`src/rtl/kernel_seq_pkg.sv`:
```
// kernel_seq_pkg
// Shared definitions for the kernel sequencer and its neighbours:
//   - stream word type codes (DTYPE_*), their width and the pixel type mask
//   - header word offsets that carry the image geometry (IMAGE_NUM_*)
//   - the sequencer state encoding (KSEQ_IDLE / KSEQ_FRAME / KSEQ_ROW)
// No ports; imported with "import kernel_seq_pkg::*;".
package kernel_seq_pkg;

    localparam int DTYPE_WIDTH = 16;

    // Word type codes are one-hot so pixel types can be recognised by a
    // mask, while control types are matched exactly.
    localparam logic [DTYPE_WIDTH-1:0] DTYPE_FRAME_START  = 16'h0001;
    localparam logic [DTYPE_WIDTH-1:0] DTYPE_FRAME_END    = 16'h0002;
    localparam logic [DTYPE_WIDTH-1:0] DTYPE_ROW_START    = 16'h0004;
    localparam logic [DTYPE_WIDTH-1:0] DTYPE_ROW_END      = 16'h0008;
    localparam logic [DTYPE_WIDTH-1:0] DTYPE_RAW          = 16'h0010;
    localparam logic [DTYPE_WIDTH-1:0] DTYPE_RGB          = 16'h0020;
    localparam logic [DTYPE_WIDTH-1:0] DTYPE_HEADER_START = 16'h0100;
    localparam logic [DTYPE_WIDTH-1:0] DTYPE_HEADER       = 16'h0200;

    localparam logic [DTYPE_WIDTH-1:0] DTYPE_PIXEL_MASK   = 16'h0030;

    // Header word positions (counted from the first HEADER word after
    // HEADER_START) that hold the frame geometry.
    localparam int               HEADER_ADDR_WIDTH = 6;
    localparam logic [5:0]       IMAGE_NUM_COLS    = 6'd2;
    localparam logic [5:0]       IMAGE_NUM_ROWS    = 6'd3;

    typedef enum logic [1:0] {
        KSEQ_IDLE  = 2'd0,
        KSEQ_FRAME = 2'd1,
        KSEQ_ROW   = 2'd2
    } kseq_state_e;

endpackage

```
`src/rtl/kernel_seq_if.sv`:
```
// kernel_seq_if
// Stream bundle between the upstream source and the kernel sequencer.
// Ports of the bundle:
//   dvi, dtypei, datai         : incoming word valid / type / data
//   dvo, dtypeo, meta_datao    : outgoing word valid / type / data
// Modports:
//   master : the stream source (drives the inputs, observes the outputs)
//   slave  : the kernel sequencer
interface kernel_seq_if #(
    parameter int DATA_WIDTH = 16
);

    logic                                   dvi;
    logic [kernel_seq_pkg::DTYPE_WIDTH-1:0] dtypei;
    logic [DATA_WIDTH-1:0]                  datai;
    logic                                   dvo;
    logic [kernel_seq_pkg::DTYPE_WIDTH-1:0] dtypeo;
    logic [DATA_WIDTH-1:0]                  meta_datao;

    modport master (
        output dvi, dtypei, datai,
        input  dvo, dtypeo, meta_datao
    );

    modport slave (
        input  dvi, dtypei, datai,
        output dvo, dtypeo, meta_datao
    );

endinterface

```
`src/rtl/kernel_seq.sv`:
```
// kernel_seq
// Sequences the K-1 row buffers and the KxK shift window of the kernel
// datapath. One row buffer is written per row (selected by wr_ptr); the
// parent reads the buffers in rotated order starting at rd_base.
// Ports:
//   clk        : sole clock, rising edge
//   resetb     : asynchronous active-low reset
//   strm       : stream bundle (kernel_seq_if.slave): dvi/dtypei/datai in,
//                dvo/dtypeo/meta_datao out, one clock of latency
//   enable     : 0 = bypass (stream passes through, no buffer activity)
//   col_addr   : shared row buffer address
//   buf_we     : one-hot row buffer write enable
//   rd_base    : index of the oldest buffer, feeding window row 0
//   win_shift  : shift the KxK window one column
//   err        : sticky flags, bit0 protocol error, bit1 column overflow
module kernel_seq #(
    parameter int KERNEL_SIZE    = 3,
    parameter int DATA_WIDTH     = 16,
    parameter int MAX_COLS       = 1288,
    parameter int NUM_COLS_WIDTH = 11
) (
    input  logic                      clk,
    input  logic                      resetb,
    kernel_seq_if.slave               strm,
    input  logic                      enable,
    output logic [NUM_COLS_WIDTH-1:0] col_addr,
    output logic [KERNEL_SIZE-2:0]    buf_we,
    output logic [2:0]                rd_base,
    output logic                      win_shift,
    output logic [1:0]                err
);

    import kernel_seq_pkg::*;

    localparam int                        NBUF     = KERNEL_SIZE - 1;
    localparam logic [2:0]                NBUF3    = 3'(NBUF);
    localparam logic [2:0]                LAST_PTR = 3'(NBUF - 1);
    localparam logic [NUM_COLS_WIDTH-1:0] COL_LAST = NUM_COLS_WIDTH'(MAX_COLS - 1);
    localparam logic [NUM_COLS_WIDTH-1:0] KM1_COL  = NUM_COLS_WIDTH'(KERNEL_SIZE - 1);
    localparam logic [DATA_WIDTH-1:0]     KM1_DATA = DATA_WIDTH'(KERNEL_SIZE - 1);

    kseq_state_e                  state_q, state_d;
    logic [NUM_COLS_WIDTH-1:0]    col_addr_q, col_addr_d;
    logic [2:0]                   wr_ptr_q, wr_ptr_d;
    logic [2:0]                   row_cnt_q, row_cnt_d;
    logic [HEADER_ADDR_WIDTH-1:0] header_addr_q, header_addr_d;
    logic [1:0]                   err_q, err_d;
    logic                         dvo_q, dvo_d;
    logic [DTYPE_WIDTH-1:0]       dtypeo_q, dtypeo_d;
    logic [DATA_WIDTH-1:0]        meta_q, meta_d;

    logic isFrameStart, isFrameEnd, isRowStart, isRowEnd;
    logic isPixelType, pixelBeat;
    logic isHeaderStart, isHeaderWord, isGeometryWord;
    logic validRow, validCol;
    logic [DATA_WIDTH-1:0] headerAdjusted;

    // Decode the incoming word. Control and pixel events only count while
    // enabled; a pixel beat additionally needs the sequencer to be inside a
    // row. Header tracking follows the stream even in bypass so the header
    // position is never out of step with the data.
    always_comb begin
        isFrameStart   = strm.dvi & enable & (strm.dtypei == DTYPE_FRAME_START);
        isFrameEnd     = strm.dvi & enable & (strm.dtypei == DTYPE_FRAME_END);
        isRowStart     = strm.dvi & enable & (strm.dtypei == DTYPE_ROW_START);
        isRowEnd       = strm.dvi & enable & (strm.dtypei == DTYPE_ROW_END);
        isPixelType    = strm.dvi & enable & (|(strm.dtypei & DTYPE_PIXEL_MASK));
        pixelBeat      = isPixelType & (state_q == KSEQ_ROW);
        isHeaderStart  = strm.dvi & (strm.dtypei == DTYPE_HEADER_START);
        isHeaderWord   = strm.dvi & (strm.dtypei == DTYPE_HEADER);
        isGeometryWord = isHeaderWord &
                         ((header_addr_q == IMAGE_NUM_COLS) || (header_addr_q == IMAGE_NUM_ROWS));
        validRow       = (row_cnt_q >= NBUF3);
        validCol       = (col_addr_q >= KM1_COL);
        headerAdjusted = (strm.datai >= KM1_DATA) ? (strm.datai - KM1_DATA) : '0;
    end

    // Buffer write and window shift follow the pixel beat in the same
    // cycle, so the parent can use col_addr/wr_ptr as they stand now.
    always_comb begin
        buf_we    = pixelBeat ? (NBUF'(1) << wr_ptr_q) : '0;
        win_shift = pixelBeat;
        rd_base   = (wr_ptr_q == LAST_PTR) ? 3'd0 : (wr_ptr_q + 3'd1);
        col_addr  = col_addr_q;
        err       = err_q;
    end

    // Next-state logic for the sequencer and its registered outputs.
    // Bypass forces IDLE, so after enable returns nothing is written until
    // a fresh FRAME_START. A repeated ROW_START restarts the column count
    // but leaves the buffer pointer alone, and flags a protocol error.
    // The column counter sticks at the last buffer entry on overflow.
    always_comb begin
        state_d       = state_q;
        col_addr_d    = col_addr_q;
        wr_ptr_d      = wr_ptr_q;
        row_cnt_d     = row_cnt_q;
        err_d         = err_q;
        header_addr_d = header_addr_q;
        dvo_d         = 1'b0;
        dtypeo_d      = strm.dtypei;
        meta_d        = strm.datai;

        if (isHeaderStart) begin
            header_addr_d = '0;
        end else if (isHeaderWord) begin
            header_addr_d = header_addr_q + 6'd1;
        end

        if (!enable) begin
            state_d = KSEQ_IDLE;
            dvo_d   = strm.dvi;
        end else begin
            if (isFrameStart) begin
                state_d    = KSEQ_FRAME;
                col_addr_d = '0;
                wr_ptr_d   = '0;
                row_cnt_d  = '0;
                err_d      = '0;
            end else if (isFrameEnd) begin
                state_d = KSEQ_IDLE;
            end else if (isRowStart) begin
                col_addr_d = '0;
                if (state_q == KSEQ_FRAME) begin
                    state_d = KSEQ_ROW;
                end else if (state_q == KSEQ_ROW) begin
                    err_d[0] = 1'b1;
                end
            end else if (isRowEnd) begin
                if (state_q == KSEQ_ROW) begin
                    state_d   = KSEQ_FRAME;
                    wr_ptr_d  = (wr_ptr_q == LAST_PTR) ? 3'd0 : (wr_ptr_q + 3'd1);
                    row_cnt_d = (row_cnt_q == NBUF3) ? row_cnt_q : (row_cnt_q + 3'd1);
                end else begin
                    err_d[0] = 1'b1;
                end
            end else if (isPixelType) begin
                if (pixelBeat) begin
                    if (col_addr_q == COL_LAST) begin
                        err_d[1] = 1'b1;
                    end else begin
                        col_addr_d = col_addr_q + NUM_COLS_WIDTH'(1);
                    end
                end else begin
                    err_d[0] = 1'b1;
                end
            end

            if (!strm.dvi) begin
                dvo_d = 1'b0;
            end else if (isRowStart || isRowEnd) begin
                dvo_d = validRow;
            end else if (isPixelType) begin
                dvo_d = pixelBeat & validRow & validCol;
            end else begin
                dvo_d = 1'b1;
            end

            if (isGeometryWord) begin
                meta_d = headerAdjusted;
            end
        end
    end

    // All sequencer state and the stream outputs live in one register
    // bank; reset drops any partly received row and its row count.
    always_ff @(posedge clk or negedge resetb) begin
        if (!resetb) begin
            state_q       <= KSEQ_IDLE;
            col_addr_q    <= '0;
            wr_ptr_q      <= '0;
            row_cnt_q     <= '0;
            header_addr_q <= '0;
            err_q         <= '0;
            dvo_q         <= 1'b0;
            dtypeo_q      <= '0;
            meta_q        <= '0;
        end else begin
            state_q       <= state_d;
            col_addr_q    <= col_addr_d;
            wr_ptr_q      <= wr_ptr_d;
            row_cnt_q     <= row_cnt_d;
            header_addr_q <= header_addr_d;
            err_q         <= err_d;
            dvo_q         <= dvo_d;
            dtypeo_q      <= dtypeo_d;
            meta_q        <= meta_d;
        end
    end

    assign strm.dvo        = dvo_q;
    assign strm.dtypeo     = dtypeo_q;
    assign strm.meta_datao = meta_q;

endmodule

```
`src/flat_wrapper.sv`:
```
// flat-port wrapper written by rule: the top's interface ports become plain ports
module kernel_seq_flat import kernel_seq_pkg::*;
#(
    parameter int KERNEL_SIZE    = 3,
    parameter int DATA_WIDTH     = 16,
    parameter int MAX_COLS       = 1288,
    parameter int NUM_COLS_WIDTH = 11
)
  (clk, resetb, enable, col_addr, buf_we, rd_base, win_shift, err, strm_dvi, strm_dtypei, strm_datai, strm_dvo, strm_dtypeo, strm_meta_datao);
  kernel_seq_if #(.DATA_WIDTH(DATA_WIDTH)) strm_i ();
  input  logic clk;
  input  logic resetb;
  input  logic enable;
  output logic [NUM_COLS_WIDTH-1:0] col_addr;
  output logic [KERNEL_SIZE-2:0] buf_we;
  output logic [2:0] rd_base;
  output logic win_shift;
  output logic [1:0] err;
  input wire logic [$bits(strm_i.dvi)-1:0] strm_dvi;
  input wire logic [$bits(strm_i.dtypei)-1:0] strm_dtypei;
  input wire logic [$bits(strm_i.datai)-1:0] strm_datai;
  output wire logic [$bits(strm_i.dvo)-1:0] strm_dvo;
  output wire logic [$bits(strm_i.dtypeo)-1:0] strm_dtypeo;
  output wire logic [$bits(strm_i.meta_datao)-1:0] strm_meta_datao;
  assign strm_i.dvi = strm_dvi;
  assign strm_i.dtypei = strm_dtypei;
  assign strm_i.datai = strm_datai;
  assign strm_dvo = strm_i.dvo;
  assign strm_dtypeo = strm_i.dtypeo;
  assign strm_meta_datao = strm_i.meta_datao;
  kernel_seq #(.KERNEL_SIZE(KERNEL_SIZE), .DATA_WIDTH(DATA_WIDTH), .MAX_COLS(MAX_COLS), .NUM_COLS_WIDTH(NUM_COLS_WIDTH)) u_core (.clk(clk), .resetb(resetb), .strm(strm_i), .enable(enable), .col_addr(col_addr), .buf_we(buf_we), .rd_base(rd_base), .win_shift(win_shift), .err(err));
endmodule
```
`config.mk`:
```
export PLATFORM = sky130hd
export DESIGN_NAME = kernel_seq_flat
export DESIGN_NICKNAME = d
export VERILOG_FILES = /design/src/rtl/kernel_seq_pkg.sv /design/src/rtl/kernel_seq_if.sv /design/src/rtl/kernel_seq.sv /design/src/flat_wrapper.sv
export SDC_FILE = /design/constraint.sdc
export NUM_CORES = 1
export LEC_CHECK = 0
export CORE_MARGIN = 2
export CORE_UTILIZATION = 25
export DETAILED_ROUTE_END_ITERATION = 10
export DONT_BUFFER_PORTS = 1
export GPL_ROUTABILITY_DRIVEN = 0
export SYNTH_ARGS = -nofsm -noshare
export SYNTH_HDL_FRONTEND = slang
export SYNTH_SLANG_ARGS = --single-unit
```
`constraint.sdc`:
```
create_clock -name clk -period 2.4 [get_ports clk]
set_input_delay 0.24 -clock clk [delete_from_list [all_inputs] [get_ports clk]]
set_output_delay 0.24 -clock clk [all_outputs]
set_load 0.02 [all_outputs]
```
# Word-level counts from Yosys, hierarchy flattened
# Index checks and enable logic that the tools add are counted.
# totals
ramBits	0
wordCells	124
latch_bits	0
n_memories	0
mem_bits_ro	0
out_inout_bits	52
regBits	60
# classes
n_bitwise	12
n_shift	1
magnitude_cmp	3
n_addsub	5
div_mod_pow	0
n_reduce_logical	18
mux	49
n_mul	0
n_eq_ne	26
# ops
cell	n
$mux 11	7
$mux 16	3
$mux 3	12
$mux 2	11
$eq 16x1->1 const B	1
$eq 16x10->1 const B	1
$eq 16x2->1 const B	1
$eq 16x3->1 const B	1
$eq 16x4->1 const B	1
$eq 16x9->1 const B	1
$ge 16x2->1 const B	1
$sub 16x2->16 const B	1
$mux 1	14
$reduce_and 7->1	2
$and 1x1->1	12
$eq 6x2->1 const B	2
$mux 6	2
$reduce_and 6->1	2
$reduce_bool 2->1	6
$add 11x1->11 const B	1
$eq 11x11->1 const B	1
$ge 11x2->1 const B	1
$ne 5x1->1 const B	2
$ne 2x1->1 const B	4
19 further kinds	24

# Logic depth before layout (Yosys ltp)
# Gate-level depths: netlist of the first run.
# depth
ltp_word	9
depth_mapped	8
mapped_depth_nobuf	7

# Worst setup path after synthesis of the first run
# OpenSTA, ideal clock, no wires.
# synth_timing
path_type	input to register
startpoint	in strm_datai[1]
endpoint	reg u_core.meta_q[15] (netlist: u_core.strm.meta_datao[15])
slack_ns	0.223
path_buffers	1
path_stages	8
t_arrival_ns	2.049
cell_sequence	inv_1 ha_1 or4b_4 or3_1 buf_2 or2_4 nor4_4 mux2_1
# synth_via
elab_chain_len	4
elab_cells_between_ends	5
# synth_lines
element	line	text
start, declared	flat_wrapper.sv:21	input wire logic [$bits(strm_i.datai)-1:0] strm_datai;
$sub 16x2->16 or $ge 16x2->1 (tied branches)	kernel_seq.sv:75	headerAdjusted = (strm.datai >= KM1_DATA) ? (strm.datai - KM1_DATA) : '0;
$mux 16 (*)	kernel_seq.sv:75	
$mux 16 (*)	kernel_seq.sv:159	if (isGeometryWord) begin
$mux 16 (*)	kernel_seq.sv:110	if (!enable) begin
named net u_core.meta_d[15]	kernel_seq.sv:50	logic [DATA_WIDTH-1:0] meta_q, meta_d;
end signal, assigned	kernel_seq.sv:187	meta_q <= meta_d;
end, declared	kernel_seq.sv:50	
# The timed path passes the listed nets; every way through them passes the cells marked *.
# A chain may end at the register's enable or synchronous reset.

# Worst setup path after layout of the first run
# layout_timing
startpoint	reg u_core.header_addr_q[2]
endpoint	reg u_core.meta_q[14] (netlist: u_core.strm.meta_datao[14])
# layout_via
elab_chain_len	5
elab_cells_between_ends	6
# layout_lines
element	line	text
start, declared	kernel_seq.sv:46	logic [HEADER_ADDR_WIDTH-1:0] header_addr_q, header_addr_d;
start signal, assigned	kernel_seq.sv:183	header_addr_q <= header_addr_d;
$eq 6x2->1	kernel_seq.sv:72	((header_addr_q == IMAGE_NUM_COLS) || (header_addr_q == IMAGE_NUM_ROWS));
$logic_or 1x1->1 (*)	kernel_seq.sv:72	
$and 1x1->1 (*)	kernel_seq.sv:71	isGeometryWord = isHeaderWord &
$mux 16 (*)	kernel_seq.sv:159	
$mux 16 (*)	kernel_seq.sv:110	
named net u_core.meta_d[14]	kernel_seq.sv:50	
# Marked as above.

==> results of run 1 <==
-- registers in the layout, summed over array words and instances, names as in the netlist --
register	cells
u_core.state_q	2
u_core.strm.dvo	1
u_core.strm.meta_datao	16
u_core.header_addr_q	6
u_core.wr_ptr_q	3
u_core.strm.dtypeo	16
u_core.err	2
u_core.col_addr	11
u_core.row_cnt_q	3
-- kinds of logic after synthesis --
| group | count (synthesis) | share of synthesized area |
|---|---|---|
| flops | 60 | 0.495 |
| mux | 7 | 0.0248 |
| simple gates | 154 | 0.299 |
| xor+xnor | 15 | 0.0434 |
| fa+ha+maj | 7 | 0.0289 |
| compound gates | 43 | 0.0863 |
| buf+inv | 18 | 0.0227 |
-- placed cells by master, fill, tap and decap left out, types with 2 or more instances in the layout --
cell and n:
and2_1 2, and3_1 4, buf_4 12, bufinv_16 3, clkbuf_16 9, clkinv_2 2, dfrtp_1 60, dlygate4sd3_1 17
ha_1 7, inv_1 11, mux2_1 2, mux2_2 2, mux2i_1 3, nand2_1 23, nand2b_1 8, nand3_1 13
nand3b_1 7, nand4_1 6, nand4b_1 2, nor2_1 29, nor2b_1 6, nor3_1 12, nor3b_1 2, nor4_1 16
nor4_4 3, o211ai_1 2, o21a_1 4, o21ai_0 25, o31ai_1 2, o41ai_1 2, or2_2 2, or3_1 3
or4_1 7, xnor2_1 13, xor2_1 2
-- final timing paths --
kind | startpoint | end | slack (ps) | cells past startpoint
worst max register to register | u_core.header_addr_q[2] | u_core.strm.meta_datao[14] | 160 | 5
worst max-delay path | u_core.header_addr_q[2] | u_core.strm.meta_datao[14] | 160 | 5
max in group asynchronous | resetb | u_core.strm.meta_datao[12] | 1690 | 2
min in group asynchronous | resetb | u_core.wr_ptr_q[0] | 450 | 2
worst min-delay path | strm_datai[4] | u_core.strm.meta_datao[4] | 20 | 1
worst min register to register | u_core.wr_ptr_q[1] | u_core.wr_ptr_q[1] | 560 | 2
-- report_power, final --
group	total [mW]	switching, mW	internal [mW]
combinational	0.112	0.0550	0.0569
sequential	1.12	0.0691	1.05
clock	1.48	0.449	1.03
-- metal layers --
layer  global-route usage  share of wire  vias up
li1                     -              -     1161
met1                0.150           0.41     1190
met2                0.224           0.50       75
met3               0.0577          0.077        9
met4               0.0520          0.015        0
met5                    0              0        -
-- timing repair --
| item | in CTS | in global routing |
|---|---|---|
| endpoints found under the hold margin | 76 | 0 |
| hold buffers | 18 | 0 |
| endpoints found under the setup margin | 0 | 5 |
| resized for setup | 0 | 1 |
-- critical path, cell delays in order (launching register included) --
cell and delay, ps:
dfrtp_1 420, nor4b_2 310, o211ai_1 170, or3_4 480, or4_1 420, mux2_1 320
-- area by class of cell --
type	count	area, um2	share of cell area
Sequential cell	60	1500	0.393
Inverter	11	41.3	0.0108
Multi-Input combinational cell	226	1470	0.384
Clock inverter	5	100	0.0262
Tap cell	147	184	0.0481
Timing Repair Buffer	30	288	0.0753
Clock buffer	10	239	0.0626
==> flow_summary.json, run 1 <==
{
  "synth_ff_type": "dfrtp_1",
  "numCtsBuffers": 9,
  "max_freq_mhz": 447,
  "slew_violations": 0,
  "yosysWarnings": 0,
  "yosysMostFrequentCell": "dfrtp_1",
  "clockBufferDepth": 2,
  "core_area_mm2": 0.0119,
  "place_area_mm2": 0.00328,
  "final_nets": 381,
  "cts_setup_buffers": 0,
  "fin_crit_sh": 0.933,
  "via_per_inst": 4.98,
  "rows": 40,
  "grt_max_degree": 61,
  "hpwl_um": 5960,
  "rsz0062_at_grt": "no",
  "fill_cells": 1219,
  "ys_ff_latch": 60,
  "required_ps": 2610,
  "clockRootBuffer": "clkbuf_16",
  "yosysTopAreaCellShare": 0.495,
  "setup_viol": 0,
  "io_buffers": 0,
  "seq_area_frac_synth": 0.495,
  "final_cells": 489,
  "finalWorstSetupSlack_ps": 161,
  "cts_htree_levels": 3,
  "finalWirelength_um": 8310,
  "synth_cell_type_count": 49,
  "clock_latency_ps": 330,
  "hold_viol": 0,
  "drv_cap": 0,
  "vias": 2435,
  "skew_ps": 5.29,
  "status": "finished clean",
  "ir_worst_vdd_v": 0.000365,
  "area_growth_pct": 26.1,
  "min_period_ps": 2240,
  "worst_pin_slew_ps": 568,
  "synth.largest_area_cell": "dfrtp_1",
  "finalSetupTns_ps": 0,
  "p_total_mw": 2.71,
  "dp_slack_ps": 103,
  "dr.first_iter.drc_count": 111,
  "synth_nets": 347,
  "fin_util": 0.321,
  "path_class": "register to register",
  "path_clk_slew_ps": 50,
  "ant_nets": 0,
  "synthCells": 304,
  "endpoint_kind": "register",
  "die_height_um": 114,
  "start_kind": "register",
  "dieArea_mm2": 0.0130,
  "async_flop_share": 1.00,
  "timing.hold.ws_ps": 25.0,
  "power_density_mw_per_mm2": 709,
  "ys_top_cells_by_count": "60 x dfrtp_1, 29 x nor2_1, 25 x o21ai_0",
  "routedWlPerCell_um": 17.0,
  "io_pins": 88,
  "stdcell_area_mm2": 0.00382,
  "hold_class": "input port to register",
  "firstDrtPassIters": 4,
  "p_leak_nw": 1.52,
  "globalRouteTotalUtil": 0.133,
  "cts_tree": "yes",
  "ys_top_cells_by_area": "dfrtp_1 50%, o21ai_0 4.1%, xnor2_1 3.8%",
  "place_inst": 456,
  "avgSynthCellArea_um2": 9.97,
  "layout-drive-gt1-share": 0.114,
  "drt_drc_violations_left": 0,
  "worstPathMaxFanout": 8,
  "grt_pass1_wl_um": 13200,
  "antennaDiodeCount": 0,
  "clock-sinks": 60,
  "synth_edf_count": 0,
  "start_util": 0.254,
  "slew-limit-headroom": 0.610,
  "antenna_found_initial": 0,
  "die_w_um": 114,
  "grt_pass1_vias": 2473,
  "overflow": 0,
  "arrival_ps": 2450,
  "synth_area_mm2": 0.00303
}
Power figures use the tool's default switching activity.
==> inputs of run 2 (changes only) <==
--- a/config.mk
+++ b/config.mk
@@ -5,7 +5,8 @@
 export SDC_FILE = /design/constraint.sdc
 export NUM_CORES = 1
 export LEC_CHECK = 0
-export CORE_MARGIN = 2
+export ABC_AREA = 1
+export CORE_MARGIN = 3
 export CORE_UTILIZATION = 25
 export DETAILED_ROUTE_END_ITERATION = 10
 export DONT_BUFFER_PORTS = 1
==> run 2 against run 1 <==
Against the previous run:
- non-clock buffer count fell by 9
- sequential share of layout area decreased by 4.9 points
- clock power grew 3%
- cell area grew 14%
- largest power group unchanged
- critical path depth increased by 1
- register-to-register slack better by 440 ps
- final cell count rose by 42%
==> flow_summary.json, run 2 <==
{
  "io_pins": 88,
  "wl_met3_um": 840,
  "hpwl_um": 7250,
  "grt_pass1_wl_um": 16000,
  "clockRootBuffer": "clkbuf_16",
  "start_kind": "register",
  "place_inst": 661,
  "crit_cells": 6,
  "finalWirelength_um": 9600,
  "via_per_inst": 4.60,
  "synth_nets": 527,
  "p_clk_frac": 0.547,
  "setup_viol": 0,
  "synth_area_mm2": 0.00360,
  "ir_worst_vdd_v": 0.000321,
  "seqPwrFrac": 0.401,
  "fin_util": 0.312,
  "synth.largest_area_cell": "dfrtp_1",
  "clock-sinks": 60,
  "stdcell_area_mm2": 0.00437,
  "yosysTopAreaCellShare": 0.417,
  "slowest_delay_ps": 370,
  "path_clk_slew_ps": 50,
  "start_util": 0.258,
  "fin_crit_sh": 0.837,
  "final_cells": 696,
  "top_layer_used": "met4",
  "vias": 3203,
  "grt_max_degree": 61,
  "routedWlPerCell_um": 13.8,
  "drv_cap": 0,
  "p_comb_frac": 0.052,
  "status": "finished clean",
  "overflow": 0,
  "firstDrtPassIters": 4,
  "io_buffers": 0,
  "cts_tree": "yes",
  "ys_top_cells_by_count": "126 x nand2_1, 67 x nor2_1, 61 x inv_1",
  "max_freq_mhz": 498,
  "mostFrequentLayoutCells": "126 x nand2_1, 67 x nor2_1, 61 x inv_1",
  "globalRouteTotalUtil": 0.125,
  "startpoint": "u_core.state_q[0]",
  "ys_ff_latch": 60,
  "synth_edf_count": 0,
  "yosysMostFrequentCell": "nand2_1",
  "finalSetupTns_ps": 0,
  "p_int_mw": 2.18,
  "drt-met1-wl_um": 3870,
  "cp_common_cell": "inv_1",
  "synth_cell_type_count": 40,
  "dieArea_mm2": 0.0159,
  "arrival_ps": 1770,
  "die_w_um": 126,
  "ant_nets": 0,
  "r2r_setup_slack_ps": 600,
  "hold_class": "input port to register",
  "crit_buf_inv": 3,
  "hold_viol": 0,
  "power_density_mw_per_mm2": 637,
  "rr_endpoint": "u_core.col_addr[8]",
  "worst_pin_slew_ps": 449,
  "cts_htree_levels": 3,
  "numCtsBuffers": 9,
  "dr.first_iter.drc_count": 176,
  "hold_buffers": 19,
  "skew_ps": 7.48,
  "path_class": "register to output port",
  "cts_setup_buffers": 0,
  "p_leak_nw": 2.13,
  "layout-drive-gt1-share": 0.120,
  "r2r_cells": 8,
  "ys_top_cells_by_area": "dfrtp_1 42%, nand2_1 13%, nor2_1 7.0%",
  "endpoint_kind": "output port",
  "cp-endpoint": "buf_we[0]",
  "drt_drc_violations_left": 0,
  "crit_chain": "inv_1 -> nand2_1 -> nor2_4 -> inv_1 -> nor4_1 -> buf_4",
  "avgSynthCellArea_um2": 7.45,
  "min_period_ps": 2010,
  "final_common_cell": "nand2_1",
  "place_area_mm2": 0.00381,
  "die_height_um": 126,
  "rsz0062_at_grt": "no",
  "antennaDiodeCount": 0,
  "worstPathMaxFanout": 5,
  "antenna_found_initial": 0,
  "p_switching_mw": 0.606,
  "yosysWarnings": 0,
  "rows": 43,
  "clockBufferDepth": 2,
  "r2r-start": "u_core.col_addr[1]",
  "slew-limit-headroom": 0.701,
  "async_flop_share": 1.00,
  "grt_pass1_vias": 3210,
  "core_area_mm2": 0.0140,
  "critical_path.top_delay_family": "simple AND/OR/NAND/NOR gates",
  "seq_area_frac_synth": 0.417,
  "required_ps": 2160,
  "cp_slowest_cell": "dfrtp_1",
  "power_switching_share": 0.218,
  "final_nets": 554,
  "p_total_mw": 2.78,
  "cts-resized-gates": 0,
  "synth_ff_type": "dfrtp_1",
  "slew_violations": 0,
  "area_growth_pct": 21.1,
  "clock_latency_ps": 330,
  "route.met2.wl_um": 4760,
  "synthCells": 484
}
[run 2: cell count changes after synthesis, moves of 7 or more]
cell and delta:
nand3_1 +33, o21ai_1 +7, xnor2_1 -12, nand2b_1 -8, inv_1 +50, nor2_1 +38
or4_1 -7, nor4_1 -14, nand2_2 +8, nand2_1 +103
[run 2: worst min path at each step]
| stage | from | end | slack [ps] | cells past startpoint |
|---|---|---|---|---|
| after CTS | strm_datai[13] | u_core.strm.meta_datao[13] | 20 | 2 |
| after global routing | strm_datai[0] | u_core.strm.meta_datao[0] | 30 | 2 |
| after global placement | resetb | u_core.strm.dtypeo[4] | -50 | 0 |
| after floorplan | resetb | u_core.col_addr[0] | -60 | 0 |
| final | strm_datai[13] | u_core.strm.meta_datao[13] | 30 | 2 |
| after detailed placement | resetb | u_core.strm.dtypeo[0] | -50 | 0 |
[run 2: stage by stage]
step                      worst slack, ps  hold slack, ps
after floorplan                       633           -55.6
after global placement                621           -54.0
after detailed placement              617           -54.2
after CTS                             365            18.0
after global routing                  278            31.7
final                                 390            32.1
[run 2: power groups by stage]
stage                     Combinational [mW]  Sequential, mW  Clock (mW)
after CTS                              0.148            1.12        1.56
final                                  0.145            1.12        1.52
after global placement                0.0938            1.13           0
after floorplan                       0.0889            1.12           0
after global routing                   0.167            1.12        1.61
after detailed placement              0.0957            1.13           0
[run 2: layer usage]
layer	vias to the layer above	global-route usage
met5	-	0
met4	0	0.0347
met3	11	0.0479
met2	109	0.215
met1	1490	0.145
li1	1593	-
[run 2: cells by family after synthesis]
| group | Yosys count | synth area share |
|---|---|---|
| simple gates | 297 | 0.395 |
| buf+inv | 72 | 0.0816 |
| flops | 60 | 0.417 |
| compound gates | 41 | 0.0659 |
| xor+xnor | 7 | 0.0170 |
| fa+ha+maj | 7 | 0.0243 |
[run 2: final cells by class]
type	instances	area, um2
clock buffer	12	256
clock inverter	4	95.1
fill	1477	9620
inverter	67	256
multi-input combinational	352	1810
sequential	60	1500
tap	180	225
timing repair buffer	21	223
==> inputs of run 3 (changes only) <==
==> constraint.sdc (replaced) <==
create_clock -name clk -period 1.7 [get_ports clk]
set_input_delay 0.17 -clock clk [delete_from_list [all_inputs] [get_ports clk]]
set_output_delay 0.17 -clock clk [all_outputs]
set_load 0.02 [all_outputs]
==> run 3 against run 2 <==
Against the previous run:
- via count grew 2.2%
- non-clock buffer count up 28
- sequential share of layout area decreased by 1.7 points
- clock-buffer cell count unchanged
- worst setup slack worse by 310 ps
- total power increased by 25%
- utilization rose by 1.6 points
==> flow_summary.json, run 3 (synthesis results as in run 2) <==
{
  "min_period_ps": 1610,
  "numCtsBuffers": 9,
  "globalRouteTotalUtil": 0.129,
  "clockBufferDepth": 2,
  "grt_pass1_vias": 3295,
  "grt_max_degree": 61,
  "required_ps": 1530,
  "clock-sinks": 60,
  "finalWirelength_um": 9860,
  "fin_crit_sh": 0.950,
  "clock_latency_ps": 330,
  "rows": 43,
  "path_clk_slew_ps": 50,
  "via_per_inst": 4.54,
  "status": "finished clean",
  "vias": 3275,
  "path_class": "register to output port",
  "hpwl_um": 7440,
  "start_util": 0.258,
  "die_height_um": 126,
  "io_pins": 88,
  "worst_pin_slew_ps": 482,
  "cts_tree": "yes",
  "io_buffers": 0,
  "rsz0062_at_grt": "yes",
  "ant_nets": 0,
  "die_w_um": 126,
  "worstPathMaxFanout": 5,
  "routedWlPerCell_um": 13.7,
  "final_common_cell": "nand2_1",
  "firstDrtPassIters": 4,
  "antenna_found_initial": 0,
  "arrival_ps": 1440,
  "overflow": 0,
  "cts_htree_levels": 3,
  "drt_drc_violations_left": 0,
  "hold_viol": 0,
  "skew_ps": 4.34,
  "grt_pass1_wl_um": 16600,
  "slew-limit-headroom": 0.679,
  "start_kind": "register",
  "area_growth_pct": 27.5,
  "dr.first_iter.drc_count": 137,
  "mostFrequentLayoutCells": "125 x nand2_1, 63 x nor2_1, 60 x dfrtp_1",
  "power_density_mw_per_mm2": 758,
  "p_leak_nw": 2.24,
  "finalSetupTns_ps": 0,
  "endpoint_kind": "output port",
  "max_freq_mhz": 619,
  "slew_violations": 0,
  "clockRootBuffer": "clkbuf_16",
  "drv_cap": 0,
  "layout-drive-gt1-share": 0.162,
  "setup_viol": 0,
  "core_area_mm2": 0.0140,
  "ir_worst_vdd_v": 0.000364,
  "antennaDiodeCount": 0,
  "dieArea_mm2": 0.0159,
  "hold_class": "input port to register",
  "final_nets": 582,
  "p_total_mw": 3.48
}
run 3: changes by cell type in the layout (fill, tap and decap cells not counted), sizes merged:
cell,change
bufinv,-3
buf,+17
clkinv,+1
dlygate4sd3,+11
run 3: where the power goes:
part	switching [mW]	internal [mW]
logic	0.125	0.103
clock network	0.597	1.08
registers	0.0952	1.48
total	0.818	2.66
run 3: cell type report:
cell class / instances / area (um2)
Tap cell: 180 / 225
Multi-Input combinational cell: 352 / 1870
Timing Repair Buffer: 49 / 460
Inverter: 67 / 256
Sequential cell: 60 / 1500
Fill cell: 1492 / 9390
Clock buffer: 12 / 267
Clock inverter: 2 / 10.0
run 3: worst paths after layout:
kind / startpoint / end / slack (ps) / cells past startpoint
min: strm_datai[7] / u_core.strm.meta_datao[7] / 20 / 3
max reg2reg: u_core.col_addr[0] / u_core.col_addr[7] / 120 / 9
min reg2reg: u_core.state_q[0] / u_core.state_q[0] / 490 / 2
max: u_core.wr_ptr_q[0] / rd_base[1] / 90 / 5
min in group asynchronous: resetb / u_core.strm.dtypeo[7] / 390 / 2
max in group asynchronous: resetb / u_core.header_addr_q[5] / 1060 / 2
run 3: per-layer routing:
layer  track usage  vias up  routed length, um
met5             0        -                  0
met1         0.155     1516               4130
li1              -     1652                  -
met2         0.217       90               4860
met4        0.0360        0                143
met3        0.0496       17                733
run 3: timing repair:
| action | CTS | global route |
|---|---|---|
| endpoints found under the setup margin | 2 | 16 |
| resized for setup | 1 | 14 |
| endpoints found under the hold margin | 87 | 0 |
| hold buffers | 30 | 0 |
| pin swaps | 1 | 2 |
| buffers inserted | 1 | 0 |
| gates cloned | 0 | 0 |
run 3: worst max-delay path, stage by stage, from the launching register on:
cell,delay (ps)
dfrtp_1,410
inv_1,310
nor2_1,70
nor2_1,90
nand2_1,80
inv_1,170
run 3: per-stage QoR:
step	utilization	instance area, um2	cells	setup WS, ps	hold WS [ps]
6_report	0.328	4590	722	85.4	16.5
5_1_grt	0.328	4590	722	-43.0	39.5
4_1_cts	0.324	4530	722	54.5	4.71
3_5_place_dp	0.281	3930	677	72.5	-124
3_3_place_gp	0.281	3930	677	144	-124
2_1_floorplan	-	3600	484	9.91	-126
==> RTL edit, RTL diff (config.mk and constraints of run 2) <==
`DATA_WIDTH` is set to 16 in 3 places; all go to 20.
--- a/src/rtl/kernel_seq_if.sv
+++ b/src/rtl/kernel_seq_if.sv
@@ -9,3 +9,3 @@
 interface kernel_seq_if #(
-    parameter int DATA_WIDTH = 16
+    parameter int DATA_WIDTH = 20
 );
--- a/src/rtl/kernel_seq.sv
+++ b/src/rtl/kernel_seq.sv
@@ -17,3 +17,3 @@
     parameter int KERNEL_SIZE    = 3,
-    parameter int DATA_WIDTH     = 16,
+    parameter int DATA_WIDTH     = 20,
     parameter int MAX_COLS       = 1288,
--- a/src/flat_wrapper.sv
+++ b/src/flat_wrapper.sv
@@ -4,3 +4,3 @@
     parameter int KERNEL_SIZE    = 3,
-    parameter int DATA_WIDTH     = 16,
+    parameter int DATA_WIDTH     = 20,
     parameter int MAX_COLS       = 1288,
Interface: changed (resized strm_datai and strm_meta_datao); port bits go from 88 to 96. The function was not compared with the original's and may differ.
==> RTL edit against run 2 <==
Routed wire length rose by 2.5%; synthesized area rose by 4.5%; power fell by 9.4%; clock skew barely moved; cell area rose by 2.1%; sequential cell count rose by 4; count of clock-buffer cells in the layout fell by 1; worst setup slack got worse by 54 ps; critical path type unchanged; largest power group unchanged.
==> RTL edit: results (changes against run 2) <==
- Leakage power: 0.002183 uW (+2.5%)
- Wire per inst: 13.47 um (-2.4%)
- I/O Buffers: 0 (unchanged)
- Non-Filler Instances: 731 (+5.0%)
- Final net count: 589 (+6.3%)
- Ys Warns: 0 (unchanged)
- Top cells by area, synth: dfrtp_1 42%, nand2_1 13%, nor2_1 7.6%
- Root buf cell: clkbuf_16
- First drt pass iteration count: 4 (unchanged)
- Vias in the first global route: 3270 (+1.9%)
- Largest net degree at the start of global routing: 65 (+6.6%)
- Register area share after synthesis: 42.50% (+0.84 points)
- Sw Pwr: 626.1 uW (+3.4%)
- Maximum VDD drop: 0.3018 mV (-6.0%)
- Worst Max-Slew Pin Slew: 490.6 ps (+41.38 ps)
- Tot GR Track Use: 12.29% (-0.19 points)
- H-tree levels: 3 (unchanged)
- Crit-path max FO: 4 (-1)
- Commonest cells in the netlist: 131 x nand2_1, 76 x nor2_1, 69 x inv_1, 64 x dfrtp_1, 52 x nand3_1
- Share of post-route cells with drive strength above 1: 10.24% (-1.8 points)
- Syn nets: 561 (+6.5%)
- Worst hold path class: input pin to flop
- Worst-path clk slew: 50 ps (about the same)
- Final setup skew: 7.055 ps (-0.4242 ps)
- Critical Path Max Stage Delay: 400 ps (+30 ps)
- Slowest cell on the critical path: dfrtp_1
- DR vias: 3245 (+1.3%)
- Placed wire-length estimate: 7.441 mm (+2.6%)
- Status: completed
- CTS Buf Count: 9 (unchanged)
- Placed cells: 697 (+5.4%)
- Placed cell areas: 3988 um2 (+4.7%)
- Ys async rst share: 100.0% (unchanged)
- Initial DRC Count: 212 (+20%)
- Postcts setup bufs: 0 (unchanged)
- Count of different cell masters after synthesis: 35 (-13%)
- CP arrival: 1820 ps (+50 ps)
- First-pass GRT wire length: 16.05 mm (+0.13%)
- Post-synthesis cell count: 514 (+6.2%)
-- RTL edit: cell types whose count changed after synthesis, moves of 5 or more --
cell,run 2,this run
a21oi_1,4,15
inv_1,61,69
nand2_1,126,131
nor2_2,5,12
nor2_1,67,76
nand4_1,11,3
nand3_1,46,52
-- RTL edit: cell families after synthesis --
logic type	Yosys count	share of synthesized area [%]
and+or+nand+nor	313	38.58
buffers and inverters	77	8.134
DFF	64	42.50
AOI/OAI and AO/OA	42	5.910
xor gates and xnor gates	11	2.556
adders and majority gates	7	2.324
-- RTL edit: power groups by stage --
stage / Clock [uW] / Combinational, uW / Sequential [uW]
floorplan: 0 / 85.3 / 1190
global placement: 0 / 100 / 1200
detailed placement: 0 / 101 / 1190
CTS: 1240 / 152 / 1180
global route: 1280 / 173 / 1180
finish: 1200 / 150 / 1170
-- RTL edit: worst max-delay path, delay by kind of cell, from the launching register on --
family,cells,cell delay [ps]
DFF,1,400
and+or+nand+nor,3,670
buffers and inverters,3,420
-- RTL edit: repair_timing --
action,CTS,global route
hold endpoints to repair,80,0
hold buffers,18,0
gates resized for setup,0,0
-- RTL edit: final timing paths --
| path | from | end | slack [ps] | cells after the start |
|---|---|---|---|---|
| max | u_core.state_q[0] | buf_we[1] | 340 | 6 |
| min | enable | u_core.strm.meta_datao[17] | 40 | 2 |
| max reg2reg | u_core.col_addr[1] | u_core.col_addr[1] | 470 | 9 |
| min reg2reg | u_core.state_q[1] | u_core.state_q[1] | 480 | 2 |
| max in group asynchronous | resetb | u_core.strm.meta_datao[18] | 1660 | 2 |
| min in group asynchronous | resetb | u_core.strm.dtypeo[14] | 440 | 2 |
-- RTL edit: metrics by stage --
step / total power (uW) / setup slack (ps) / util (%)
floorplan: 1272 / 538.4 / -
global placement: 1296 / 528.0 / 27.23
detailed placement: 1296 / 497.3 / 27.23
CTS: 2573 / 286.5 / 30.46
global route: 2634 / 112.7 / 30.46
finish: 2522 / 336.2 / 30.46
-- RTL edit: cell type report --
cell class | instances | area [um2]
fillers | 1547 | 10180
multi-input cells | 373 | 1861
flip-flops and latches | 64 | 1602
inverters | 74 | 280.3
clock buffers | 11 | 242.7
well taps | 184 | 230.2
repair buffers | 20 | 212.7
clock inverters | 5 | 32.53
-- RTL edit: metal layers --
layer	global-route usage, %	vias to the layer above	wire length (um)
li1	-	1685	-
met1	14.64	1439	4218
met2	20.21	110	4557
met3	5.189	11	926
met4	3.706	0	141
met5	0	-	0
